[src/rtl/scanchain_pkg.sv]
`default_nettype none
// ============================================================================
// Module   : scanchain_pkg
// Purpose  : Shared definitions for the scan-chain bridge: FSM state
//            encoding, parity-bit placement and chain-length helper.
// Config   : SCANCHAIN_PARITY_EN -- when defined, the chain carries one
//            extra even-parity bit directly above the payload.
// Revision : 1.0  initial release
// ============================================================================
package scanchain_pkg;

    typedef enum logic [1:0] {
        ST_IDLE  = 2'd0,    // no frame open
        ST_SHIFT = 2'd1,    // frame captured, still filling
        ST_FULL  = 2'd2     // exactly one chain length shifted (or more)
    } state_e;

`ifdef SCANCHAIN_PARITY_EN
    localparam int PARITY_BITS = 1;
`else
    localparam int PARITY_BITS = 0;
`endif

    // Parity bit sits immediately above the SCAN_LENGTH payload bits.
    localparam int PARITY_POS_OFS = 0;

    function automatic int parity_pos(input int scan_length);
        return scan_length + PARITY_POS_OFS;
    endfunction

    // Total serial chain length including the optional parity bit.
    function automatic int chain_len(input int scan_length);
        return parity_pos(scan_length) + PARITY_BITS;
    endfunction

endpackage
`default_nettype wire

[src/rtl/scanchain_shreg.sv]
`default_nettype none
// ============================================================================
// Module   : scanchain_shreg
// Purpose  : WIDTH-bit right-shifting register with parallel load and a
//            registered serial output taken from bit 0.
// Ports    : clk, reset      clock / async active-high reset
//            load_i          parallel load (wins over shift)
//            load_data_i     parallel load value
//            shift_i         shift one bit toward bit 0
//            serial_i        bit entering at the top
//            data_o          current register contents
//            serial_o        bit 0 as it was before the last shift
// Revision : 1.0  initial release
// ============================================================================
module scanchain_shreg
    import scanchain_pkg::*;
#(
    parameter int WIDTH = 8
) (
    input  logic             clk,
    input  logic             reset,
    input  logic             load_i,
    input  logic [WIDTH-1:0] load_data_i,
    input  logic             shift_i,
    input  logic             serial_i,
    output logic [WIDTH-1:0] data_o,
    output logic             serial_o
);

    logic [WIDTH-1:0] sr_q;
    logic             ser_q;
    logic [WIDTH-1:0] w_shifted;

    generate
        if (WIDTH == 1) begin : g_single
            assign w_shifted = serial_i;
        end else begin : g_multi
            assign w_shifted = {serial_i, sr_q[WIDTH-1:1]};
        end
    endgenerate

    always_ff @(posedge clk or posedge reset) begin
        if (reset) begin
            sr_q  <= '0;
            ser_q <= 1'b0;
        end else if (load_i) begin
            sr_q  <= load_data_i;       // serial output holds across capture
        end else if (shift_i) begin
            sr_q  <= w_shifted;
            ser_q <= sr_q[0];
        end
    end

    assign data_o   = sr_q;
    assign serial_o = ser_q;

endmodule
`default_nettype wire

[src/rtl/scanchain_bridge.sv]
`default_nettype none
// ============================================================================
// Module   : scanchain_bridge
// Purpose  : Serial scan-chain front end for a core. Captures parallel core
//            data into a chain, shifts it out LSB first while shifting new
//            data in, and on a correctly sized frame updates the parallel
//            data driven to the core.
// Ports    : clk, reset        clock / async active-high reset
//            scan_select       capture request (highest priority)
//            latch_enable      update request
//            shift_en          one-bit shift strobe (lowest priority)
//            data_in/data_out  serial in / registered serial out
//            module_data_out   parallel capture data from the core
//            module_data_in    registered parallel data to the core
//            update_valid      1-cycle pulse on accepted update
//            frame_error       1-cycle pulse on rejected frame
// Config   : SCANCHAIN_PARITY_EN -- adds an even-parity bit over the update
//            field at chain position SCAN_LENGTH; a bad parity rejects the
//            frame.
// Revision : 1.0  initial release
// ============================================================================
module scanchain_bridge
    import scanchain_pkg::*;
#(
    parameter int SCAN_LENGTH = 96,
    parameter int OUT_WIDTH   = 70,
    parameter int IN_WIDTH    = 37
) (
    input  logic                 clk,
    input  logic                 reset,
    input  logic                 scan_select,
    input  logic                 shift_en,
    input  logic                 latch_enable,
    input  logic                 data_in,
    output logic                 data_out,
    input  logic [OUT_WIDTH-1:0] module_data_out,
    output logic [IN_WIDTH-1:0]  module_data_in,
    output logic                 update_valid,
    output logic                 frame_error
);

    localparam int CHAIN_LEN = chain_len(SCAN_LENGTH);
    localparam int CNT_W     = $clog2(CHAIN_LEN + 1);
`ifdef SCANCHAIN_PARITY_EN
    localparam int PARITY_POS = parity_pos(SCAN_LENGTH);
`endif

    state_e               state_q, state_d;
    logic [CNT_W-1:0]     cnt_q, cnt_d;
    logic                 ovr_q, ovr_d;
    logic [IN_WIDTH-1:0]  mdi_q;
    logic                 uv_q;
    logic                 fe_q;

    logic                 w_load;
    logic                 w_shift;
    logic                 w_commit;
    logic                 w_reject;
    logic                 w_frame_ok;
    logic [CHAIN_LEN-1:0] w_cap;
    logic [CHAIN_LEN-1:0] w_chain;
    logic                 w_unused_chain;

    // Capture image: core data zero-extended to the chain, plus parity on top.
    always_comb begin
        w_cap                = '0;
        w_cap[OUT_WIDTH-1:0] = module_data_out;
`ifdef SCANCHAIN_PARITY_EN
        w_cap[PARITY_POS]    = ^module_data_out;
`endif
    end

`ifdef SCANCHAIN_PARITY_EN
    assign w_frame_ok = ~ovr_q & (w_chain[PARITY_POS] == ^w_chain[IN_WIDTH-1:0]);
`else
    assign w_frame_ok = ~ovr_q;
`endif

    // Only the low IN_WIDTH (and parity) bits are consumed in parallel.
    assign w_unused_chain = ^w_chain;

    // Next-state / control. Priority: capture > latch > shift.
    always_comb begin
        state_d  = state_q;
        cnt_d    = cnt_q;
        ovr_d    = ovr_q;
        w_load   = 1'b0;
        w_shift  = 1'b0;
        w_commit = 1'b0;
        w_reject = 1'b0;

        if (scan_select) begin
            w_load  = 1'b1;
            cnt_d   = '0;
            ovr_d   = 1'b0;
            state_d = ST_SHIFT;
        end else if (latch_enable) begin
            if (state_q != ST_IDLE) begin
                if ((state_q == ST_FULL) && w_frame_ok) begin
                    w_commit = 1'b1;
                end else begin
                    w_reject = 1'b1;
                end
                cnt_d   = '0;
                ovr_d   = 1'b0;
                state_d = ST_IDLE;
            end
        end else if (shift_en) begin
            case (state_q)
                ST_SHIFT: begin
                    w_shift = 1'b1;
                    cnt_d   = cnt_q + CNT_W'(1);
                    if (cnt_q == CNT_W'(CHAIN_LEN - 1)) begin
                        state_d = ST_FULL;
                    end
                end
                ST_FULL: begin
                    // Counter stays saturated; any extra bit spoils the frame.
                    w_shift = 1'b1;
                    ovr_d   = 1'b1;
                end
                default: ;
            endcase
        end
    end

    always_ff @(posedge clk or posedge reset) begin
        if (reset) begin
            state_q <= ST_IDLE;
            cnt_q   <= '0;
            ovr_q   <= 1'b0;
            mdi_q   <= '0;
            uv_q    <= 1'b0;
            fe_q    <= 1'b0;
        end else begin
            state_q <= state_d;
            cnt_q   <= cnt_d;
            ovr_q   <= ovr_d;
            uv_q    <= w_commit;
            fe_q    <= w_reject;
            if (w_commit) begin
                mdi_q <= w_chain[IN_WIDTH-1:0];
            end
        end
    end

    scanchain_shreg #(
        .WIDTH (CHAIN_LEN)
    ) u_shreg (
        .clk         (clk),
        .reset       (reset),
        .load_i      (w_load),
        .load_data_i (w_cap),
        .shift_i     (w_shift),
        .serial_i    (data_in),
        .data_o      (w_chain),
        .serial_o    (data_out)
    );

    assign module_data_in = mdi_q;
    assign update_valid   = uv_q;
    assign frame_error    = fe_q;

endmodule
`default_nettype wire

[config.mk]
export PLATFORM = sky130hd
export DESIGN_NAME = scanchain_bridge
export DESIGN_NICKNAME = d
export VERILOG_FILES = /design/src/rtl/scanchain_pkg.sv /design/src/rtl/scanchain_shreg.sv /design/src/rtl/scanchain_bridge.sv
export SDC_FILE = /design/constraint.sdc
export NUM_CORES = 1
export LEC_CHECK = 0
export ABC_AREA = 1
export CAP_MARGIN = 40
export CORE_UTILIZATION = 55
export DETAILED_ROUTE_END_ITERATION = 6
export DONT_BUFFER_PORTS = 1
export HOLD_SLACK_MARGIN = 0.02
export PLACE_DENSITY_LB_ADDON = 0.3
export SLEW_MARGIN = 10
export SYNTH_ARGS = -nofsm -noshare
export SYNTH_HDL_FRONTEND = slang
export SYNTH_SLANG_ARGS = --single-unit
export TNS_END_PERCENT = 5
[constraint.sdc]
create_clock -name clk -period 4.6 [get_ports clk]
set_clock_uncertainty 0.2 [all_clocks]
set_input_delay 0.92 -clock clk [delete_from_list [all_inputs] [get_ports clk]]
set_output_delay 0.92 -clock clk [all_outputs]
set_load 0.05 [all_outputs]
==> results.ini, run 1 <==
[drt]
antenna_left = 0
vias = 4310
drtPass1Iterations = 5
drt-wirelength-per-cell_um = 15.56
vias_per_cell = 5.547
drc = 0
drt_wl_total_um = 12090
drt_iter0_markers = 332

[cts]
cts_resized = 0
clockBufferDepth = 2
cts_hold_buf = 0
root_buffer = clkbuf_8
cts_setup_buffers = 0
clk_pin_slew_ns = 0.06
cts_tree = done
tritoncts.num_buffers = 17
ctsHtreeMaxLevel = 4
clkSinkCount = 146
insertion_delay_ns = 0.52

[power]
power_density_nw_per_um2 = 539.2
peakVddDrop_mv = 0.2927
power_mw = 3.720
p_leak_nw = 3.253

[timing]
final_hold_viol_count = 0
fmax_mhz = 351.3
worstMarginPinSlew_ns = 0.8278
final-setup-viol-count = 0
rsz0062_at_grt = no
holdWs_ns = 0.1318
post-route-period-util_pct = 61.88
fin_crit_ns = 2.846
finalMaxSlewViolations = 0
worst_slack_ns = 1.754
maxSlewHeadroom_pct = 44.82
finalSetupTns_ns = 0

[floorplanning]
core_area_um2 = 10890
die-height_um = 107.9
initial_utilization_pct = 56.61
die_w_um = 107.9
io_pins = 116
rows = 38
die_area_um2 = 11630

[logic_synthesis]
syn_nets = 717
synthesis.area_um2 = 6163
ys_types = 27
seq_area_frac_synth_pct = 59.28
ys_warn_count = 0
async_reset_ff_share_pct = 100.0
ys_ff_latch = 146
syn_inst = 637
ys.flop_type = dfrtp_1
syn_avg_cell_area_um2 = 9.676
synth_enable_flop_cells = 0

[global_routing]
busiest_layer = met2
met3_usage_pct = 7.324
grt_pass1_vias = 4161
grt_pass1_wl_um = 20260
met2_usage_pct = 34.89
grt-ovfl-total = 0
globalRouteMet1Util_pct = 29.78
grt_max_degree = 94
grt_use_total_pct = 22.53
antenna_found_initial = 0

[critical_path]
endpoint_kind = flip-flop
crit_arrival_ns = 3.07
cp-start-kind = flip-flop
path_max_fanout = 93
cp.required_ns = 4.82
path_class = reg2reg

[final_layout]
fin_nets = 705
stdcell_count = 777
num_antenna_cells = 0
fin_area_um2 = 6898
synthToLayoutAreaGrowth_pct = 11.92
drive_gt1_share_pct = 10.52
final_util_pct = 63.35

[placed_design]
dp_slack_ns = 1.597
dp.cells = 746
gp_congestion = 0.7857
io_buffers = 0
dp_hpwl_um = 7705
placed_cell_area_um2 = 6233

[status]
status = completed

[worst_hold_path]
hp-class = in2async

[run]
max-cap-violations = 0

## power breakdown
part           internal, mW  leakage [nW]  switching [mW]
Clock                  1.03         0.321           0.505
Combinational         0.123          1.05           0.221
Sequential             1.45          1.89           0.392
Total                  2.60          3.25            1.12
## worst paths after layout
| kind | slack (ns) | from | depth (start not counted) | endpoint |
|---|---|---|---|---|
| setup / recovery | 1.75 | state_q[0]$_DFFE_PP0P_ | 7 | u_shreg.data_o[34]$_DFFE_PP0P_ |
| hold / removal | 0.13 | reset | 2 | module_data_in[27]$_DFFE_PP0P_ |
| setup reg to reg | 1.75 | state_q[0]$_DFFE_PP0P_ | 7 | u_shreg.data_o[34]$_DFFE_PP0P_ |
| hold reg to reg | 0.32 | state_q[0]$_DFFE_PP0P_ | 2 | state_q[0]$_DFFE_PP0P_ |
| max in group asynchronous | 3.41 | reset | 2 | module_data_in[2]$_DFFE_PP0P_ |
| min in group clk | 0.32 | state_q[0]$_DFFE_PP0P_ | 2 | state_q[0]$_DFFE_PP0P_ |
## layer usage
metal	vias to the layer above	share of wire, %
li1	2082	-
met1	2076	44
met2	131	47
met3	21	7.3
met4	0	1.6
met5	-	0
## worst max-delay path, cell delays in order (launching register included)
cell	delay (ns)
dfrtp_1	0.37
inv_1	0.07
ha_1	0.27
nand2_1	0.10
o21ai_4	0.59
buf_4	0.75
o211ai_1	0.20
o21ai_0	0.15
## synthesized netlist by cell type, types with 2 or more instances
library cell  instances  area share, %
inv_1               107            6.5
o22ai_1              25            2.5
nand3_1               8           0.65
clkbuf_1             11           0.67
ha_1                  4           0.81
a21oi_1               2           0.16
o21ai_0              49            4.0
o221ai_1             45            6.4
o211ai_1             10            1.2
inv_2                 2           0.12
dfrtp_1             146             59
o21ai_2              22            3.1
nor2_1               13           0.79
nand2_1             144            8.8
buf_6                 6            1.1
buf_2                20            1.6
o21ai_1              13            1.1
## registers in the layout, summed over array words and instances, names as in the netlist
name / count
u_shreg.data_o: 96
frame_error: 1
u_shreg.serial_o: 1
cnt_q: 7
module_data_in: 37
ovr_q: 1
update_valid: 1
state_q: 2
## cells in the final DEF (no fill, tap or decap), types with 2 or more instances in the layout
| master | count |
|---|---|
| dfrtp_1 | 146 |
| nand2_1 | 142 |
| inv_1 | 106 |
| o21ai_0 | 49 |
| o221ai_1 | 45 |
| o22ai_1 | 25 |
| o21ai_2 | 21 |
| clkbuf_16 | 16 |
| o21ai_1 | 13 |
| nor2_1 | 13 |
| o211ai_1 | 10 |
| nand3_1 | 8 |
| bufinv_16 | 6 |
| buf_4 | 6 |
| ha_1 | 4 |
| clkbuf_8 | 4 |
| nand2_2 | 3 |
| inv_2 | 2 |
| clkinvlp_4 | 2 |
| a21oi_1 | 2 |
| clkbuf_1 | 2 |
| buf_16 | 2 |
## cell families (layout without fill, tap and decap cells)
group	after synthesis	count (layout)	share of synthesized area, %
and+or+nand+nor	171	171	10.96
AOI/OAI and AO/OA	168	168	18.72
adders and majority gates	4	4	0.8121
buffers and inverters	148	148	10.23
DFF	146	146	59.28
## area by class of cell
cell class | count | area [um2]
clock inverter | 9 | 201.4
fill | 869 | 3990
sequential | 146 | 3654
inverter | 109 | 412.9
multi-input combinational | 343 | 1892
tap | 140 | 175.2
clock buffer | 22 | 462.9
timing repair buffer | 8 | 100.1
(Power assumes the default switching activity.)
==> run 2, diff against run 1 <==
- clock period: 4.6 -> 2.5 ns (I/O delays scaled with it)
==> results.ini, run 2 (synthesized netlist as in run 1, its figures left out) <==
[status]
status = completed

[final_layout]
layout_common_cells = dfrtp_1, nand2_1, inv_1
fin_nets = 777
synthToLayoutAreaGrowth_pct = 21.52
fillCellCount = 796
largest_reg_flops = 96
num_antenna_cells = 0
layout_commonest_cell = dfrtp_1
drive_gt1_share_pct = 9.618
ff_latch_area_um2 = 3654
multiInputGateArea_um2 = 1892
final_util_pct = 68.79

[timing]
worst_slack_ns = 0.4425
worstMarginPinSlew_ns = 0.8327
post-route-period-util_pct = 82.30
rsz0062_at_grt = no
final-setup-viol-count = 0
maxSlewHeadroom_pct = 44.48
fin_crit_ns = 2.058
final_hold_viol_count = 0
finalMaxSlewViolations = 0
fmax_mhz = 486.0

[drt]
drt-wirelength-per-cell_um = 16.32
antenna_left = 0
vias_per_cell = 5.682
drc = 0
drt_iter0_markers = 355
drtPass1Iterations = 7
drt_wl_total_um = 13820
vias = 4813

[global_routing]
grt_max_degree = 76
grt_pass1_wl_um = 22860
grt_pass1_vias = 4856
grt_use_total_pct = 25.73
antenna_found_initial = 0
met2_usage_pct = 42.67
met3_usage_pct = 7.022
globalRouteMet1Util_pct = 31.69
busiest_layer = met2
grt-ovfl-total = 0

[floorplanning]
die_w_um = 107.9
initial_utilization_pct = 56.61
die_area_um2 = 11630
die-height_um = 107.9
io_pins = 116
rows = 38
core_area_um2 = 10890

[critical_path]
cpPeakStageDelay_ns = 0.65
cp-start-kind = flip-flop
critPathLaunch = state_q[0]$_DFFE_PP0P_
cp.required_ns = 2.74
r2r-start = state_q[0]$_DFFE_PP0P_
endpoint_kind = flip-flop
path_max_fanout = 75
crit_arrival_ns = 2.30
crit_chain = inv_1 -> ha_1 -> nand2_1 -> inv_1 -> nand2_2 -> buf_4 -> nand2_1 -> o21ai_2
path_class = reg2reg
cp_slowest_cell = buf_4

[power]
peakVddDrop_mv = 0.5948
p_leak_nw = 3.500
power_density_nw_per_um2 = 843.7

[cts]
cts_tree = done
ctsHtreeMaxLevel = 4
cts_hold_buf = 69
cts_resized = 0
clk_pin_slew_ns = 0.06
clockBufferDepth = 2
clkSinkCount = 146
root_buffer = clkbuf_8
tritoncts.num_buffers = 17
insertion_delay_ns = 0.52
cts_setup_buffers = 0

[placed_design]
io_buffers = 0
dp_slack_ns = 0.4686
gp_congestion = 0.7705
dp_hpwl_um = 8025

[worst_hold_path]
min_from = module_data_out[37]
hp-class = in2reg

[run]
max-cap-violations = 0

run 2: final timing paths:
| path | to | slack, ns | depth (start not counted) |
|---|---|---|---|
| hold reg to reg | state_q[0]$_DFFE_PP0P_ | 0.31 | 2 |
| max in group asynchronous | u_shreg.data_o[67]$_DFFE_PP0P_ | 1.18 | 3 |
| setup reg to reg | module_data_in[18]$_DFFE_PP0P_ | 0.44 | 8 |
| hold / removal | u_shreg.data_o[37]$_DFFE_PP0P_ | 0.04 | 4 |
| min in group asynchronous | u_shreg.data_o[41]$_DFFE_PP0P_ | 0.25 | 2 |
| setup / recovery | module_data_in[18]$_DFFE_PP0P_ | 0.44 | 8 |
run 2: report_power, final:
part,switching [mW],total (mW),internal [mW]
combinational,0.468,0.781,0.313
clock,0.906,2.15,1.24
sequential,0.727,3.39,2.66
total,2.10,6.32,4.22
run 2: cell type report:
| class | instances | area share, % |
|---|---|---|
| clock buffer | 22 | 6.047 |
| clock inverter | 7 | 0.5012 |
| inverter | 109 | 5.513 |
| multi-input combinational | 343 | 25.26 |
| sequential | 146 | 48.78 |
| tap | 140 | 2.339 |
| timing repair buffer | 80 | 11.56 |
run 2: through the flow:
stage / TNS (ns) / power (mW) / instances / instance area, um2 / hold slack [ns]
6_report: 0 / 6.319 / 847 / 7490 / 0.03608
5_1_grt: 0 / 6.611 / 847 / 7490 / 0.04664
4_1_cts: 0 / 6.344 / 847 / 7490 / 0.02058
3_5_place_dp: 0 / 4.090 / 749 / 6291 / 0.1810
3_3_place_gp: 0 / 4.039 / 749 / 6291 / 0.1817
2_1_floorplan: -4.821 / 3.913 / 637 / 6167 / 0.2689
run 2: metal layers:
metal	wire length, um	vias to the layer above
met2	6934	199
met5	0	-
met1	5643	2372
li1	-	2219
met4	250	0
met3	994	23
run 2: worst max-delay path, delay by kind of cell, from the launching register on:
family / cells / cell delay [ns]
compound gates: 1 / 0.10
fa+ha+maj: 1 / 0.21
buf+inv: 3 / 0.78
simple gates: 3 / 0.30
flops: 1 / 0.37
